File: config.mk
export PLATFORM = sky130hd
export DESIGN_NAME = pc_gen
export DESIGN_NICKNAME = d
export VERILOG_FILES = /design/src/rtl/pc_gen.sv
export SDC_FILE = /design/constraint.sdc
export NUM_CORES = 1
export LEC_CHECK = 0
export CELL_PAD_IN_SITES_DETAIL_PLACEMENT = 1
export CELL_PAD_IN_SITES_GLOBAL_PLACEMENT = 1
export CORE_AREA = 2 2 142 144
export CTS_CLUSTER_DIAMETER = 200
export DETAILED_ROUTE_END_ITERATION = 10
export DIE_AREA = 0 0 144 146
export PLACE_DENSITY = 0.81
export SLEW_MARGIN = 40
export SYNTH_ARGS = -nofsm -noshare
export SYNTH_HDL_FRONTEND = slang
export SYNTH_SLANG_ARGS = --single-unit
File: constraint.sdc
create_clock -name clk -period 3.65 [get_ports clk]
set_clock_uncertainty 0.1 [all_clocks]
set_input_delay 0.365 -clock clk [delete_from_list [all_inputs] [get_ports clk]]
set_output_delay 0.365 -clock clk [all_outputs]
set_load 0.1 [all_outputs]
File: src/rtl/pc_gen.sv
// Program-counter generator for the IF stage: registered fetch PC, prioritised redirects, fetch handshake and WFI halt.
// Optional misaligned-target trap is enabled by defining PC_MISALIGN_CHK_EN.
module pc_gen #(
    parameter int              PC_W      = 32,
    parameter logic [PC_W-1:0] RESET_VEC = '0
) (
    input  logic            clk,
    input  logic            rst_n,
    input  logic            stall,
    input  logic            br_en,
    input  logic            br_cond,
    input  logic [PC_W-1:0] br_target,
    input  logic            jal_en,
    input  logic [PC_W-1:0] jal_target,
    input  logic            jalr_en,
    input  logic [PC_W-1:0] jalr_base,
    input  logic [PC_W-1:0] jalr_off,
    input  logic            trap_en,
    input  logic [PC_W-1:0] trap_vec,
    input  logic            mret_en,
    input  logic [PC_W-1:0] mepc,
    input  logic            halt_req,
    input  logic            resume,
    input  logic            if_ready,
    output logic [PC_W-1:0] pc,
    output logic [PC_W-1:0] pc_add4,
    output logic            if_valid,
    output logic            redirect,
    output logic            misalign_exc,
    output logic [PC_W-1:0] bad_addr,
    output logic [1:0]      dbg_state_o
);

    // Handshake: a fetch at pc is consumed on a rising edge where if_valid && if_ready && !stall;
    // only then does the PC advance sequentially. Redirects flush and ignore if_ready.
    typedef enum logic [1:0] {
        ST_START = 2'd0,
        ST_RUN   = 2'd1,
        ST_HALT  = 2'd2
    } state_e;

    state_e          state_q, state_d;
    logic [PC_W-1:0] pc_q, pc_d;
    logic [PC_W-1:0] jalr_tgt;
    logic [PC_W-1:0] other_tgt;
    logic            run_go;
    logic            take_other;

`ifdef PC_MISALIGN_CHK_EN
    logic            exc_q, exc_d;
    logic [PC_W-1:0] bad_q, bad_d;
`endif

    always_comb begin
        pc_add4    = pc_q + PC_W'(4);
        jalr_tgt   = (jalr_base + jalr_off) & ~PC_W'(1);
        run_go     = (state_q == ST_RUN) && !stall;
        take_other = run_go && (mret_en || jalr_en || jal_en || (br_en && br_cond));
        redirect   = trap_en || take_other;
        if_valid   = (state_q == ST_RUN);

        if (mret_en)      other_tgt = mepc;
        else if (jalr_en) other_tgt = jalr_tgt;
        else if (jal_en)  other_tgt = jal_target;
        else              other_tgt = br_target;
    end

    always_comb begin
        state_d = state_q;
        pc_d    = pc_q;
`ifdef PC_MISALIGN_CHK_EN
        exc_d   = 1'b0;
        bad_d   = bad_q;
`endif
        if (trap_en) begin
            pc_d    = trap_vec;
            state_d = ST_RUN;
        end else if (take_other) begin
`ifdef PC_MISALIGN_CHK_EN
            // A target that is not word-aligned is diverted to the trap vector.
            if (other_tgt[1]) begin
                pc_d  = trap_vec;
                exc_d = 1'b1;
                bad_d = other_tgt;
            end else begin
                pc_d = other_tgt;
            end
`else
            pc_d = other_tgt & ~PC_W'(3);
`endif
        end else begin
            unique case (state_q)
                ST_START: state_d = ST_RUN;
                ST_RUN: begin
                    if (halt_req && !stall) begin
                        pc_d    = pc_add4;
                        state_d = ST_HALT;
                    end else if (if_valid && if_ready && !stall) begin
                        pc_d = pc_add4;
                    end
                end
                ST_HALT: begin
                    if (resume) state_d = ST_RUN;
                end
                default: state_d = ST_START;
            endcase
        end
    end

    always_ff @(posedge clk) begin
        if (!rst_n) begin
            state_q <= ST_START;
            pc_q    <= RESET_VEC;
`ifdef PC_MISALIGN_CHK_EN
            exc_q   <= 1'b0;
            bad_q   <= '0;
`endif
        end else begin
            state_q <= state_d;
            pc_q    <= pc_d;
`ifdef PC_MISALIGN_CHK_EN
            exc_q   <= exc_d;
            bad_q   <= bad_d;
`endif
        end
    end

    assign pc          = pc_q;
    assign dbg_state_o = state_q;

`ifdef PC_MISALIGN_CHK_EN
    assign misalign_exc = exc_q;
    assign bad_addr     = bad_q;
`else
    assign misalign_exc = 1'b0;
    assign bad_addr     = '0;
`endif

endmodule

# After elaboration in Yosys (flattened, before gate mapping)
# Index checks and enable logic that the tools add are counted.
# classes
n_addsub,2
n_eq_ne,7
muxes,13
bitwise,2
reduce_logical,18
# op_table
op,count
$mux 32,8
$add 32x3->32 const B,1
$add 32x32->32,1
$logic_and 1x1->1,6
$pmux 2 s3,1
$reduce_and 3->1,2
$logic_or 1x1->1,4
$mux 2,2
$ne 2x2->1 const B,2
$reduce_bool 4->1,1
$ne 3x2->1 const B,1
$ne 3x3->1 const B,1
$reduce_bool 3->1,1
$eq 2x1->1 const B,1
$eq 2x2->1 const B,1
$logic_not 2->1,1
$mux 1,2
$ne 2x1->1 const B,1
$not 1->1,2
$reduce_and 2->1,1
$reduce_or 2->1,1
$logic_not 1->1,1
# word_totals
regBits,34
in_bits,204
out_inout_bits,101
elab_cells,45

# Logic depth before layout (Yosys ltp)
# depth
ltp_word,8
depth_mapped,11
mapped_depth_nobuf,10

# Least setup slack after synthesis
# OpenSTA, ideal clock, no wires.
# synth_path
path_kind,register to register
start,"reg pc_q[2], in the netlist pc[2]"
end,"reg pc_q[28], in the netlist pc[28]"
setup_ns,0.071
arrival_ns,4.621
path_slack_ns,-1.143
path_stages_with_launch,11
n_path_buf,1
cell_sequence,dfxtp_1 ha_1 inv_1 or4_4 buf_6 nor4_4 nand3_1 xnor2_1 a22o_1 a221oi_1 a21oi_1
# synth_between
elab_chain_len,6
# synth_lines
element,line_no,rtl
"start, declared",43,"logic [PC_W-1:0] pc_q, pc_d;"
"start signal, assigned",120,pc_q <= pc_d;
$add 32x3->32 (*),55,pc_add4 = pc_q + PC_W'(4);
net pc_add4[28],26,"output logic [PC_W-1:0] pc_add4,"
$mux 32,98,end else if (if_valid && if_ready && !stall) begin
$mux 32 (*),95,if (halt_req && !stall) begin
$mux 32 (*),92,unique case (state_q)
$mux 32 (*),78,end else if (take_other) begin
$mux 32 (*),75,if (trap_en) begin
# The timed path passes the listed nets; every way through them passes the cells marked *. The select of a mux whose other input is x is not followed.
# A chain may end at the register's enable or synchronous reset.

# Worst setup path in the final report
# layout_path
start,in jalr_base[4]
end,"reg pc_q[26], in the netlist pc[26]"
# layout_between
elab_chain_len,5
# layout_lines
element,line_no,rtl
"start, declared",16,"input logic [PC_W-1:0] jalr_base,"
$add 32x32->32,56,jalr_tgt = (jalr_base + jalr_off) & ~PC_W'(1);
$mux 32,63,else if (jalr_en) other_tgt = jalr_tgt;
$mux 32,62,if (mret_en) other_tgt = mepc;
$mux 32,78,
$mux 32,75,
# No other way between the ends.

==> out/metrics.csv <==
stage,metric,value,unit
placement,Final HPWL DP,20600,um
placement,# port buffers,265,
worst_setup_path,crit end category,flip-flop,
logic_synthesis,number of synthesized flops with an enable pin,0,
clock_network,H-tree depth,2,
detailed_routing,DR iter-0 viols,359,
worst_hold_path,type of the most critical hold path,flip-flop to flip-flop,
pwr,Logic pwr share,62.2,%
logic_synthesis,xor-xnor portion of the synthesized cell area,11.0,%
pwr,Pwr Density,314,nW/um^2
clock_network,Root Driver,clkbuf_16,
detailed_routing,drt wl/cell,20.3,um
die,I/O pin count,305,
die,Die Width,144,um
run_status,status,finished clean,
clock_network,# resized after CTS,0,
die,core area,19300,um^2
sta,# setup viols final,0,
run,max-cap violation count,0,
clock_network,clock sink count,34,
grt,All-Layer GR Usage,22.8,%
placement,GP Congestion,0.873,
die,Die ar.,21000,um^2
logic_synthesis,post-synthesis sequential area ratio,13.6,%
clock_network,Post-CTS Setup Inserts,0,
logic_synthesis,synthesis-stage register bit count,34,
clock_network,latest clock arrival within the worst-skew pair,0.29,ns
detailed_routing,via count,6324,
grt,total grt overflow,0,
sta,fin crit share,92.3,%
clock_network,CTS buffer count,5,
detailed_routing,WL final,24900,um
sta,Final Hold Fails,0,
die,Initial Util,25.9,%
cells_and_area,fin area,8070,um^2
worst_setup_path,Worst Path Required,3.78,ns
die,Die Height,146,um
worst_setup_path,crit path DAT,3.50,ns
detailed_routing,Vias/cell,5.15,
sta,Tmin final,3.37,ns
logic_synthesis,multiplexer share of the synthesized area,5.10,%
clock_network,Bufs on Longest Clock Path,2,
pwr,Sw Share,51.9,%
sta,worst slew pin tran,0.661,ns
logic_synthesis,Mapped Avg Cell Area,7.13,um^2
logic_synthesis,post-synth cell types,76,
logic_synthesis,prevailing post-synth register cell,dfxtp_1,
placement,Cells after DPL,1218,
worst_setup_path,CP Max Fanout,6,
placement,DP Area,7900,um^2
grt,vias in the first global route,6351,
worst_setup_path,R2R setup slack,0.63,ns
detailed_routing,drt first pass iters,4,
logic_synthesis,largest family of logic cells by synthesized area,compound AO/OA/AOI/OAI gates,
logic_synthesis,"FFs w/ async S/R, synth",0,%
grt,initial antenna violation count,1,
cells_and_area,fin util,41.7,%
pwr,Max IR drop VDD,0.000159,V
detailed_routing,drc violations,0,
logic_synthesis,yosys warns,0,
pwr,P_sw,1.31,mW
logic_synthesis,Post-Syn Area,5000,um^2
grt,pin count of the biggest net entering global routing,38,
clock_network,CTS tree,yes,
logic_synthesis,Post-Synth Adder-Cell Area,7.75,%
clock_network,clk slew on worst S/H paths,0.06,ns
clock_network,Hold Buf Count CTS,0,
logic_synthesis,compound-gate portion of the synthesized area,30.7,%
cells_and_area,final net count,1195,
sta,Setup TNS,0,ns
pwr,Leak,3.39,nW
worst_setup_path,Critical Path Start Type,input pin,
cells_and_area,Layout area overhead,61.2,%
cells_and_area,Layout Cells excl Fill,1227,
pwr,internal power,1.22,mW
grt,first-pass GRT wire length,36900,um
sta,relative slew slack,54.8,%
pwr,Clk pwr share,19.3,%
logic_synthesis,Gate Count Post-Synth,702,
cells_and_area,layout cells sized above 1,15.7,%
sta,FMAX,0.297,GHz
logic_synthesis,post-synthesis simple-gate area fraction,22.2,%
die,row count,51,
sta,RSZ-0062 raised after global routing,no,
worst_setup_path,crit path kind,input pin to flip-flop,
detailed_routing,ANT nets after route,0,
sta,Max Transition Viols Final,0,
pwr,Reg power frac,18.5,%
## worst max-delay path, stage by stage
cell             delay [ns]
clkdlybuf4s50_1        0.41
ha_1                   0.38
a211oi_1               0.29
nor2_1                 0.14
o211ai_1               0.28
a31oi_1                0.19
o31ai_1                0.34
o21bai_1               0.12
xnor2_1                0.16
a2111oi_0              0.65
a211o_1                0.17
## final cells by class
type | count | area (um^2)
sequential | 34 | 693
timing repair buffer | 290 | 2630
inverter | 20 | 75.1
fill | 2377 | 11300
multi-input combinational | 609 | 4170
tap | 265 | 332
antenna | 1 | 2.50
clock buffer | 8 | 166
## power groups by stage
stage | logic [mW] | registers, mW | clock network, mW
floorplan | 0.870 | 0.689 | 0
global placement | 1.59 | 0.477 | 0
detailed placement | 1.57 | 0.477 | 0
CTS | 1.58 | 0.469 | 0.487
global route | 1.66 | 0.476 | 0.508
finish | 1.57 | 0.469 | 0.488
## cell families after synthesis
kind of cell    count (synthesis)
compound gates                238
simple gates                  221
buf+inv                        91
xor+xnor                       61
flops                          34
fa+ha+maj                      31
mux                            25
other cells                     1
## sequential cells by signal (all words and copies together), names as in the netlist
register	cells
dbg_state_o	2
pc	32
## synth_stat cells (3+ instances only)
master,instances,share of area (%)
a211oi_1,17,2.6
a21o_1,10,1.5
a21oi_1,50,5.0
a221oi_1,8,1.4
a31oi_1,7,0.88
a32oi_1,5,0.88
and3_1,7,0.88
and4_1,4,0.70
buf_1,4,0.30
buf_4,35,5.3
clkbuf_1,29,2.2
dfxtp_1,34,14
ha_1,31,7.8
inv_1,19,1.4
mux2_2,4,0.90
mux2i_1,21,4.2
nand2_1,62,4.7
nand2b_1,8,1.0
nand3_1,24,2.4
nand4_1,8,1.0
nor2_1,65,4.9
nor2b_1,9,1.1
nor3_1,9,0.90
nor4_1,3,0.38
o211ai_1,11,1.7
o21a_1,11,1.7
o21ai_0,54,5.4
o21ai_1,14,1.4
o21bai_1,4,0.60
o221ai_1,5,0.88
o22ai_1,14,1.8
o31a_1,3,0.53
o31ai_1,5,0.75
xnor2_1,30,5.3
xor2_1,29,5.1
## metrics by stage
stage	hold WS (ns)	power, mW	setup slack, ns
after global placement	0.455	2.07	0.202
final	0.480	2.53	0.280
after CTS	0.482	2.53	0.296
after global routing	0.515	2.64	0.0770
after floorplan	0.406	1.56	-0.0226
after detailed placement	0.467	2.05	0.0251
## metal layers
layer	GRT usage [%]	vias to the layer above	routed length, um
met5	0	-	0
met4	7.01	0	640
met3	2.24	33	1450
met2	38.5	247	11800
met1	30.5	3016	11000
li1	-	3028	-
## layout by cell type (no fill, tap or decap), drive strengths merged, types with 4 or more instances in the layout
master	n
a211oi	17
a21o	10
a21oi	50
a221oi	8
a31oi	7
a32oi	5
and3	7
and4	4
buf	94
clkbuf	8
clkdlybuf4s50	196
conb	33
dfxtp	34
ha	31
inv	20
mux2	4
mux2i	21
nand2	62
nand2b	8
nand3	24
nand4	10
nor2	66
nor2b	9
nor3	11
nor4	5
o211ai	11
o21a	11
o21ai	68
o21bai	4
o221ai	5
o22ai	14
o31ai	5
or2	4
xnor2	30
xor2	31
## final timing paths
path,from,end,cells after the start
min,pc[12]$_SDFFE_PN0P_,pc[12]$_SDFFE_PN0P_,2
max reg2reg,dbg_state_o[1]$_SDFFE_PP0P_,pc[26]$_SDFFE_PN0P_,9
max,jalr_base[4],pc[26]$_SDFFE_PN0P_,11
min reg2reg,pc[12]$_SDFFE_PN0P_,pc[12]$_SDFFE_PN0P_,2
No activity file was read; power rests on OpenSTA's default activity.
